## config.mk

```make
export PLATFORM = sky130hd
export DESIGN_NAME = clk_divider
export DESIGN_NICKNAME = d
export VERILOG_FILES = /design/src/rtl/clk_divider_pkg.sv /design/src/rtl/clk_div_core.sv /design/src/rtl/clk_divider.sv
export SDC_FILE = /design/constraint.sdc
export NUM_CORES = 1
export LEC_CHECK = 0
export BUFFER_PORTS_ARGS = -buffer_cell sky130_fd_sc_hd__buf_2
export CAP_MARGIN = 10
export CORE_MARGIN = 4
export CORE_UTILIZATION = 65
export DETAILED_ROUTE_END_ITERATION = 12
export PLACE_DENSITY = 0.85
export SLEW_MARGIN = 20
export SYNTH_ARGS = -nofsm -noshare
export SYNTH_HDL_FRONTEND = slang
export SYNTH_SLANG_ARGS = --single-unit
```

## constraint.sdc

```tcl
create_clock -name clk_in -period 17.2 [get_ports clk_in]
set_clock_uncertainty 0.05 [all_clocks]
set_input_delay 0 -clock clk_in [delete_from_list [all_inputs] [get_ports clk_in]]
set_output_delay 0 -clock clk_in [all_outputs]
set_load 0.05 [all_outputs]
```

## src/rtl/clk_divider_pkg.sv

```systemverilog
// Shared widths and divisor helpers for the clk_divider front end.
// Both divider paths import this package so their widths always match.
package clk_divider_pkg;

  localparam int DIV_W = 12;
  localparam int PWM_W = 5;

  // Odd paths always get LSB=1 and even paths LSB=0, whatever the port carries.
  function automatic logic [DIV_W-1:0] force_lsb(input logic [DIV_W-1:0] d,
                                                 input logic             odd);
    logic [DIV_W-1:0] r;
    if (odd) r = d | DIV_W'(1);
    else     r = d & ~DIV_W'(1);
    return r;
  endfunction

endpackage

```

## src/rtl/clk_div_core.sv

```systemverilog
// One 50%-duty divider path: period counter, divisor capture at period start,
// high-phase decode, optional half-cycle negedge stage and rising-edge counter.
module clk_div_core
  import clk_divider_pkg::*;
#(
  parameter bit ODD_MODE = 1'b0
) (
  input  logic             clk_in,
  input  logic             rst,
  input  logic [DIV_W-1:0] div,
  output logic             clk_div,
  output logic [PWM_W-1:0] pwm_cnt
);

  logic [DIV_W-1:0] cnt;
  logic [DIV_W-1:0] cnt_next;
  logic [DIV_W-1:0] n_act;
  logic [DIV_W-1:0] n_use;
  logic [DIV_W-1:0] half;
  logic             valid;
  logic             qp;
  logic             qp_next;
  logic             qn;

  // The port is only looked at when cnt==0, so a divisor change lands at the
  // next period boundary; invalid ratios keep cnt parked at 0 and re-sample.
  always_comb begin
    n_use    = (cnt == '0) ? force_lsb(div, ODD_MODE) : n_act;
    valid    = (n_use >= DIV_W'(2));
    half     = n_use >> 1;
    cnt_next = '0;
    if (valid && (cnt != n_use - DIV_W'(1))) cnt_next = cnt + DIV_W'(1);
    qp_next  = valid && (cnt_next != '0) && (cnt_next <= half);
  end

  always_ff @(posedge clk_in or posedge rst) begin
    if (rst) begin
      cnt     <= '0;
      n_act   <= '0;
      qp      <= 1'b0;
      pwm_cnt <= '0;
    end else begin
      cnt   <= cnt_next;
      n_act <= n_use;
      qp    <= qp_next;
      if (qp_next && !qp) pwm_cnt <= pwm_cnt + PWM_W'(1);
    end
  end

  // Odd ratios stretch the high phase by half a cycle via a negedge copy of qp.
  generate
    if (ODD_MODE) begin : g_odd
      always_ff @(negedge clk_in or posedge rst) begin
        if (rst) qn <= 1'b0;
        else     qn <= qp;
      end
    end else begin : g_even
      assign qn = 1'b0;
    end
  endgenerate

  assign clk_div = qp | qn;

endmodule

```

## src/rtl/clk_divider.sv

```systemverilog
// Odd- and even-ratio 50%-duty clock dividers sharing clk_in, each with a
// rising-edge counter that serves as a PWM timebase.
module clk_divider
  import clk_divider_pkg::*;
(
  input  logic             clk_in,
  input  logic             rst,
  input  logic [DIV_W-1:0] clk_divider_odd,
  input  logic [DIV_W-1:0] clk_divider_even,
  output logic             Clk_Odd,
  output logic             Clk_Even,
  output logic [PWM_W-1:0] pwm_clk_odd,
  output logic [PWM_W-1:0] pwm_clk_even
);

  clk_div_core #(.ODD_MODE(1'b1)) u_odd (
    .clk_in  (clk_in),
    .rst     (rst),
    .div     (clk_divider_odd),
    .clk_div (Clk_Odd),
    .pwm_cnt (pwm_clk_odd)
  );

  clk_div_core #(.ODD_MODE(1'b0)) u_even (
    .clk_in  (clk_in),
    .rst     (rst),
    .div     (clk_divider_even),
    .clk_div (Clk_Even),
    .pwm_cnt (pwm_clk_even)
  );

endmodule

```

== Word level (Yosys, flattened, before mapping) ==
Index checks and enable logic that the tools add are counted.

* Add/sub/neg operators: 6
* Multipliers: 0
* Divide/modulo/power cells: 0
* Order comparisons: 4
* Equality and inequality tests: 2
* Shift-type cells: 0
* Multiplexer cells: 4
* Bitwise gates (word level): 1
* Reduce and logical (&&, ||, !) cells: 14

{| class="wikitable"
|+ Operators with widths
! operator !! number
|-
| $mux W12 || 4
|-
| $add A12 B1 Y12 const B || 2
|-
| $ge A12 B2 Y1 const B || 2
|-
| $le A12 B11 Y1 || 2
|-
| $logic_not A12 Y1 || 2
|-
| $ne A12 B12 Y1 || 2
|-
| $reduce_bool A12 Y1 || 2
|-
| $sub A12 B1 Y12 const B || 2
|-
| $add A5 B1 Y5 const B || 2
|-
| $logic_and A1 B1 Y1 || 8
|-
| $logic_not A1 Y1 || 2
|-
| $or A1 B1 Y1 || 1
|}

* Register bits after elaboration: 61
* Bits in latches: 0
* Memory bits (writable): 0
* Memory bits (read-only): 0
* Bits of input ports: 26
* Output and inout bits: 12
* Logic and storage cells: 40
* Memories kept: 0

== Longest topological paths before layout ==
Gate-level depths: netlist of the first run.

* Depth after elaboration: 10
* Mapped depth: 27
* Mapped depth without buffers: 24

== Cells and area by module ==
A second synthesis of the first run with hierarchy kept.

* Cell total of the unflattened synthesis: 596
* Area, all modules: 5173.7 µm²

{| class="wikitable"
|+ Modules (own cells, without submodules)
! module !! instances !! cells each !! area an instance (µm²) !! seq. area each (µm²)
|-
| clk_div_core at u_even || 1 || 320 || 2703.8 || 750.7
|-
| clk_div_core at u_odd || 1 || 276 || 2469.9 || 775.7
|}

==> results of run 1 <==
-- state kept, by name, summed over array words and instances (netlist names) --
name / flops
u_odd.qn: 1
u_odd.pwm_cnt: 5
u_odd.cnt: 12
u_odd.n_act: 12
u_odd.qp: 1
u_even.pwm_cnt: 5
u_even.n_act: 12
u_even.cnt: 12
u_even.clk_div: 1
-- cell usage in the layout (no fill, tap or decap), types with 5 or more instances in the layout --
cell type      Yosys  routed
o21ai_0           11      11
nand2b_1          11      11
ha_1              32      32
or4_1              6       6
inv_1             41      40
o21a_1            10      10
nor4_1            13      13
nand3_1           19      19
nor3b_1            5       5
dlygate4sd3_1      0      16
nor2b_1            8       8
nor3_1            27      27
nand4_1           20      20
a31oi_1            8       8
xnor2_1           31      31
or3_1              6       6
nor2_1            54      54
a21oi_1           11      11
buf_2              6      35
dfrtp_1           60      60
a211oi_1           5       5
and3_1             7       7
mux2i_1           30      30
xor2_1            24      24
mux2_2             5       5
nand2_1           31      31
clkbuf_8           0      11
-- metal layers --
layer  GRT usage, %  vias up
met3          6.571       46
met5              0        -
li1               -     2064
met4          10.83        0
met1          43.48     2160
met2          48.49      292
-- final timing paths --
path	endpoint	from
hold reg to reg	u_odd.pwm_cnt[4]	u_odd.pwm_cnt[4]
hold / removal	u_even.n_act[4]	clk_divider_even[4]
min in group asynchronous	u_even.pwm_cnt[4]	rst
setup / recovery	Clk_Odd	u_odd.qn
setup reg to reg	u_odd.qn	u_odd.qp
max in group asynchronous	u_odd.qn	rst
-- cells by family after synthesis --
family          share of synthesized area, %
compound gates                         11.37
buf+inv                                5.541
simple gates                           25.36
xor+xnor                               10.02
fa+ha+maj                              8.325
mux                                    7.648
flops                                  31.74
-- stage by stage --
| step | worst slack, ns | hold WS (ns) |
|---|---|---|
| 2_1_floorplan | 7.142 | 0.08179 |
| 3_3_place_gp | 7.762 | 0.2106 |
| 3_5_place_dp | 7.771 | 0.2142 |
| 4_1_cts | 7.416 | 0.04763 |
| 5_1_grt | 7.397 | 0.05950 |
| 6_report | 7.428 | 0.07079 |
-- layout make-up --
type | count | area, sq um | area share [%]
tap | 99 | 123.9 | 2.284
clock buffer | 11 | 151.4 | 2.791
sequential | 61 | 1526 | 28.14
clock inverter | 5 | 82.58 | 1.522
multi-input combinational | 426 | 3017 | 55.62
inverter | 42 | 157.7 | 2.907
timing repair buffer | 55 | 365.4 | 6.736
-- repair_timing --
action | in CTS | in global routing
endpoints found under the hold margin | 75 | 0
setup buffers | 0 | 0
hold buffers | 16 | 0
-- power by group --
| group | internal [mW] | total [mW] | switching [mW] |
|---|---|---|---|
| Clock | 0.0898 | 0.152 | 0.0626 |
| Combinational | 0.00560 | 0.0128 | 0.00716 |
| Sequential | 0.143 | 0.144 | 0.000102 |
| Total | 0.239 | 0.309 | 0.0699 |
==> results.md, run 1 <==
Die:
- The region available for standard cell placement spans 7214 sq um.
- The floorplan step set the die width to 94.02 um.
- The starting density of the core is 66.67%.
- The floorplan step set the die height to 94.02 um.
- The floorplan has 31 rows.
- The floorplan step defined a die boundary enclosing 8840 sq um.
- During I/O placement, the number of pins put on the boundary was 38.

Flow run:
- Across the run, the number of max-cap violations was 0.

Placement:
- Once placement completed, the tool counted placed cells totaling 667.
- The count of buffers added on input and output ports is 35.
- The placer congestion estimate is 0.9842.
- After detailed placement, the total cell area comes to 5030 sq um.
- The wire-length estimate of the detail-placed layout is 9.409 mm.

Timing:
- The worst-case headroom to the max-slew limit is 37.23%.
- Adding up every negative setup slack in the final design gives 0 ns.
- Setup violations remaining at the end of the flow were counted as 0.
- The count of pins over their slew limit is 0.
- The final count of hold timing violations is 0.
- The slew at the pin closest to its max-slew limit is 0.9384 ns.
- Setup repair after global routing left no endpoint under its margin.

Clock tree:
- In this run, post-CTS repair resized a total of 0 instances.
- CTS placed an instance of clkbuf_8 at the clock tree root.
- TritonCTS built the clock tree.
- The clock net in this run drives a total of 61 sinks.
- The maximum clock path buffer count is 2.
- The CTS clock-pin slew for the worst setup and hold paths is 0.07 ns.
- In this run the number of H-tree levels came out at 3.
- The number of buffers created by CTS is 9.
- The later pin in the worst-skew pair is clocked with a latency of 0.34 ns.

Worst setup path:
- Broken down by cell family, the worst path's largest delay share belongs to flip-flops.
- The logic depth of the worst setup path including buffers is 2.
- In this run the worst path has a maximum fanout of 1.
- The critical path goes through or2_2 -> buf_2.
- The worst register-to-register path has a depth of 0.
- The kind of critical path is reg -> out.
- Counting both buffers and inverters, the worst setup path holds a total of 1.
- The worst register-to-register path has a setup slack of 7.94 ns.
- At the worst endpoint, the required time is 17.15 ns.
- The critical path's largest stage delay is 0.32 ns.
- STA classifies the critical path endpoint as an output pin.
- At the worst endpoint, the arrival time is 9.72 ns.
- The startpoint type of the worst setup path is a register.
- The cell with the largest stage delay on the worst path is dfrtn_1.

Logic synthesis:
- In the post-synthesis netlist, the cell with the most instances is dfrtp_1.
- After technology mapping, the gate count stands at 554.
- The largest total area in the synthesized netlist belongs to dfrtp_1.
- The Yosys step of the flow raised 0 warnings.
- The synthesized area per cell is 8.682 sq um.
- In the post-synthesis netlist, the biggest area contributors are dfrtp_1 31%, ha_1 8.3%, mux2i_1 6.2%.
- The sequential area share after synthesis is 31.74%.
- The count of state elements after synthesis is 61.
- The total nets after synthesis is 612.
- Ranked by instance count, the synthesized netlist is headed by 60 x dfrtp_1, 54 x nor2_1, 41 x inv_1, 32 x ha_1.
- The count of flip-flops with a built-in enable after synthesis is 0.
- After synthesis the cells add up to 4810 sq um.
- In this run the biggest area consumer among cell types represents 31.22% of the synthesized area.
- The share of flip-flops with an asynchronous set or reset is 100.0%.
- The most used flip-flop cell after synthesis is dfrtp_1.
- Yosys mapped the design onto 58 distinct sky130hd cell types.

Worst hold path:
- The type of the most critical hold path is in -> reg.
- The worst hold path passes through 3 cells.

Route:
- The routed design uses 6.054 mm of met2 wire.
- After detailed routing, the number of remaining DRC violations is 0.
- The count of nets left with antenna violations after detail routing is 0.
- The via density per instance is 6.526.
- The via count of the routed design is 4562.
- The number of detailed-routing iterations run before antenna repair is 5.
- The length of routed wiring on met1 is 5.444 mm.
- Wire segments on met3 add up to 1.417 mm in the final route.
- The topmost layer with routed signal wires is met4.
- The number of violations reported at the end of detailed-routing iteration 0 is 628.
- The average routed wire per standard cell is 18.94 um.
- For this block, the routed nets add up to 13.24 mm of wire.

Power:
- The design draws 308.7 uW.
- The leakage power figure is 2.486 nW.
- The power density over cell area is 56.92 nW/um^2.
- VDD sags by at most 0.00003642 V.

Cells and area:
- The proportion of layout cells with a drive suffix above 1 is 12.00%.
- The filler cells instantiated in the layout total 542.
- The finished layout holds 699 standard cells, fillers aside.
- The area overhead of the layout relative to synthesis is 12.77%.
- 0 antenna diodes ended up in the layout.
- Measured on the finished design, the core utilization comes to 75.18%.
- The finished cells cover 5424 sq um.
- The net total in the final layout is 653.

Global route:
- Global routing finished with a remaining overflow of 0.
- The initial antenna violation count is 0.
- The number of global-route vias before repair was 4524.
- The first global-routing pass estimated 21.77 mm of wire.
- The global router's overall resource usage is 31.32%.
- Entering global routing, the biggest net connects 61 pins.

Status:
- The run finished with clean final reports.
(Power assumes the default switching activity.)
==> run 2: changes to the inputs <==
--- a/config.mk
+++ b/config.mk
@@ -5,12 +5,13 @@
 export SDC_FILE = /design/constraint.sdc
 export NUM_CORES = 1
 export LEC_CHECK = 0
+export ABC_AREA = 1
 export BUFFER_PORTS_ARGS = -buffer_cell sky130_fd_sc_hd__buf_2
 export CAP_MARGIN = 10
 export CORE_MARGIN = 4
-export CORE_UTILIZATION = 65
+export CORE_UTILIZATION = 62
 export DETAILED_ROUTE_END_ITERATION = 12
-export PLACE_DENSITY = 0.85
+export PLACE_DENSITY = 0.82
 export SLEW_MARGIN = 20
 export SYNTH_ARGS = -nofsm -noshare
 export SYNTH_HDL_FRONTEND = slang
==> constraint.sdc (replaced) <==
create_clock -name clk_in -period 9.9 [get_ports clk_in]
set_clock_uncertainty 0.05 [all_clocks]
set_input_delay 0 -clock clk_in [delete_from_list [all_inputs] [get_ports clk_in]]
set_output_delay 0 -clock clk_in [all_outputs]
set_load 0.05 [all_outputs]
==> results.md, run 2 <==
Global route:
- The layer with the highest usage after global routing is met2.
- The largest net degree at the start of global routing is 62 (+1.6%).
- The initial antenna violation count is 0 (unchanged).
- The met2 capacity usage during global routing was 40.96% (-7.5 points).
- The met1 global-route usage is 38.60% (-4.9 points).
- The first-pass GRT wire length was 21.48 mm (-1.3%).
- The sum of overflow across all layers after global routing came to 0 (unchanged).
- The global routing usage on met3 is 3.506% (-3.1 points).
- The number of global-route vias before repair was 4756 (+5.1%).
- The global router's overall resource usage is 26.58% (-4.7 points).

Worst setup path:
- The maximum net fanout on the critical path is 1 (unchanged).
- Walking the worst path, the cells encountered are or2_2 -> buf_2.
- In this design, the largest share of critical-path delay is due to flip-flops.
- The worst endpoint data arrival time was 6.09 ns (-3.63 ns).
- The logic depth of the worst setup path including buffers is 2 (unchanged).
- The worst setup path is launched from a register.
- The count of buffering cells on the critical path with inverters included came to 1 (unchanged).
- The critical path data required time was 9.85 ns (-7.30 ns).
- The worst setup path is captured at an output pin.
- The logic depth of the worst register-to-register path was 0 (unchanged).
- The critical path in this run is classified as reg -> out.
- The critical path's largest stage delay came to 0.33 ns (about the same).
- The cell with the largest stage delay on the worst path is dfrtn_1.

Die:
- The total number of placement rows is 32 (+3.2%).
- The number of top-level pins was 38 (unchanged).
- The vertical die dimension came to 99.14 um (+5.4%).
- The core box area is 7888 sq um (+9.3%).
- The floorplan die width is 99.14 um (+5.4%).
- The starting density of the core came to 65.29% (-1.4 points).
- The total die area came to 9829 sq um (+11%).

Clock tree:
- The maximum clock path buffer count is 2 (unchanged).
- The count of instances resized after the clock tree is built was 0 (unchanged).
- The H-tree depth is 3 (unchanged).
- CTS placed an instance of clkbuf_8 at the clock tree root.
- The CTS clock-pin slew for the worst setup and hold paths is 0.08 ns (about the same).
- The number of buffers inserted by post-CTS setup repair came to 0 (unchanged).
- The clock latency reported for the late side of the worst-skew pair is 0.35 ns (about the same).
- The number of buffers created by CTS was 9 (unchanged).
- The clock tree from TritonCTS is done.
- The number of sinks on the clock net is 61 (unchanged).

Logic synthesis:
- By instance count, the leading cell after synthesis is nand2_1.
- The sequential area share after synthesis is 29.64% (-2.1 points).
- The flip-flop cell with the highest count after synthesis is dfrtp_1.
- After synthesis, the cell types taking the most area are dfrtp_1 29%, nand2_1 14%, inv_1 7.9%.
- The count of flip-flops with a built-in enable after synthesis is 0 (unchanged).
- The total nets after synthesis is 784 (+28%).
- The synthesized area per cell came to 7.094 sq um (-18%).
- The cell area after technology mapping is 5150 sq um (+7.1%).
- The distinct cell type count of the synthesized netlist was 44 (-24%).
- The count of state elements after synthesis is 61 (unchanged).
- The share of flip-flops with an asynchronous set or reset is 100.0% (unchanged).
- The top-area cell type share of the netlist area is 29.15% (-2.1 points).
- The commonest cells after synthesis are 195 x nand2_1, 109 x inv_1, 65 x nand3_1, 60 x dfrtp_1, 57 x nor2_1.
- The synthesized instance count came to 726 (+31%).
- The cell type with the highest aggregate area in the netlist is dfrtp_1.
- The Yosys warning count is 0 (unchanged).

Cells and area:
- The proportion of layout cells with a drive suffix above 1 is 19.08% (+7.1 points).
- From synthesis to final layout, the design area changed by 11.20%.
- The storage element area is 1526 sq um (unchanged).
- The count of fill cells added during filler insertion is 651 (+20%).
- The core utilization of the finished layout came to 72.60% (-2.6 points).
- In the layout the commonest cells are 195 x nand2_1, 108 x inv_1, 65 x nand3_1.
- The net total in the final layout is 839 (+28%).
- The combined area of the multi-input logic cells was 3105 sq um (+2.9%).
- The total inserted antenna cells came to 0 (unchanged).
- The library cell used most frequently in the layout, excluding fill and tap cells, is nand2_1.

Timing:
- The final number of setup-violating endpoints came to 0 (unchanged).
- The final count of hold timing violations is 0 (unchanged).
- The count of pins over their slew limit was 0 (unchanged).
- The least setup slack across all paths after layout is 3.761 ns (-3.667 ns).
- The slew at the pin closest to its max-slew limit is 0.7791 ns (-0.1593 ns).
- The worst hold slack is 0.01910 ns (-0.05170 ns).
- The accumulated negative setup slack is 0 ns (unchanged).
- Setup repair after global routing left no endpoint under its margin.
- The worst-case headroom to the max-slew limit is 48.06% (+11 points).

Route:
- The count of nets left with antenna violations after detail routing came to 0 (unchanged).
- The via count of the routed design is 4888 (+7.1%).
- The average routed wire per standard cell was 14.24 um (-25%).
- The aggregate routed wire length was 12.64 mm (-4.5%).
- The via density per instance is 5.505 (-16%).
- The number of detailed-routing iterations run before antenna repair came to 5 (unchanged).
- The count of unresolved DRC violations after routing came to 0 (unchanged).
- The number of violations reported at the end of detailed-routing iteration 0 is 456 (-27%).

Power:
- The final total power is 1.630 mW (+430%).
- The power density over cell area is 284.6 nW/um^2 (+400%).
- The leakage power figure is 3.206 nW (+29%).
- The worst vdd rail ir drop is 0.0001982 V (+440%).

Worst hold path:
- The tightest min-delay check is of the in -> reg type.
- The hold path depth is 4 (+1).

Placement:
- The placer congestion estimate is 0.9327 (-5.2%).
- The total half-perimeter wirelength after legalization and detailed placement is 9.826 mm (+4.4%).
- The setup slack after placement is 4.115 ns (-3.656 ns).
- The number of port buffers came to 35 (unchanged).

Status:
- The run finished with clean final reports.

Flow run:
- The number of max-capacitance violations reported is 0 (unchanged).
-- run 2: cell count changes in the layout (fill, tap and decap cells not counted), sizes merged, moves of 11 or more --
cell / change
mux2i: -30
nand2: +195
nor2: +32
inv: +87
nor3: -18
nand3: +55
nand2b: -11
xnor2: -27
nor4: -12
-- run 2: path summary, 6_finish.rpt --
check / from / to / slack, ns
max: u_odd.qn / Clk_Odd / 3.76
min: clk_divider_odd[5] / u_odd.n_act[5] / 0.02
max reg2reg: u_odd.qp / u_odd.qn / 4.34
min reg2reg: u_even.cnt[0] / u_even.cnt[0] / 0.48
max in group asynchronous: rst / u_odd.qn / 4.04
min in group asynchronous: rst / u_odd.cnt[7] / 0.40
-- run 2: report_power, final --
group	internal (mW)	leakage [nW]	total, mW	switching [mW]
clock network	0.103	0.0921	0.205	0.102
registers	0.337	0.747	0.416	0.0783
logic	0.328	2.37	1.01	0.681
total	0.769	3.21	1.63	0.861
-- run 2: cells by family after synthesis --
group	count (synthesis)	share of synthesized area (%)
xor gates and xnor gates	25	4.252
buffers and inverters	133	10.06
DFF	61	29.64
adders and majority gates	32	7.774
and+or+nand+nor	431	42.44
AOI/OAI and AO/OA	44	5.831
-- run 2: layout make-up --
class	instances	share of cell area, %
Tap cell	102	2.229
Clock inverter	4	0.3933
Clock buffer	12	2.709
Sequential cell	61	26.65
Multi-Input combinational cell	532	54.23
Timing Repair Buffer	48	5.287
Inverter	129	8.499
-- run 2: routing by layer --
layer | part of all wire (%) | wire, um
met5 | 0 | 0
met4 | 1.6 | 197
met1 | 45 | 5698
met3 | 8.6 | 1084
met2 | 45 | 5663
-- run 2: tightest hold or removal path, stage by stage --
cell      delay [ns]
buf_2           0.08
nand3b_4        0.12
nand2_4         0.08
inv_1           0.09
-- run 2: repair_timing --
item                       in CTS  in global routing
hold buffers                   12                  0
hold endpoints to repair       71                  0
setup endpoints to repair       0                  0
-- run 2: per-stage QoR --
step / std cells / instance area (sq um)
after floorplan: 726 / 5150
after global routing: 888 / 5727
after detailed placement: 860 / 5429
final: 888 / 5727
after CTS: 888 / 5727
after global placement: 860 / 5429
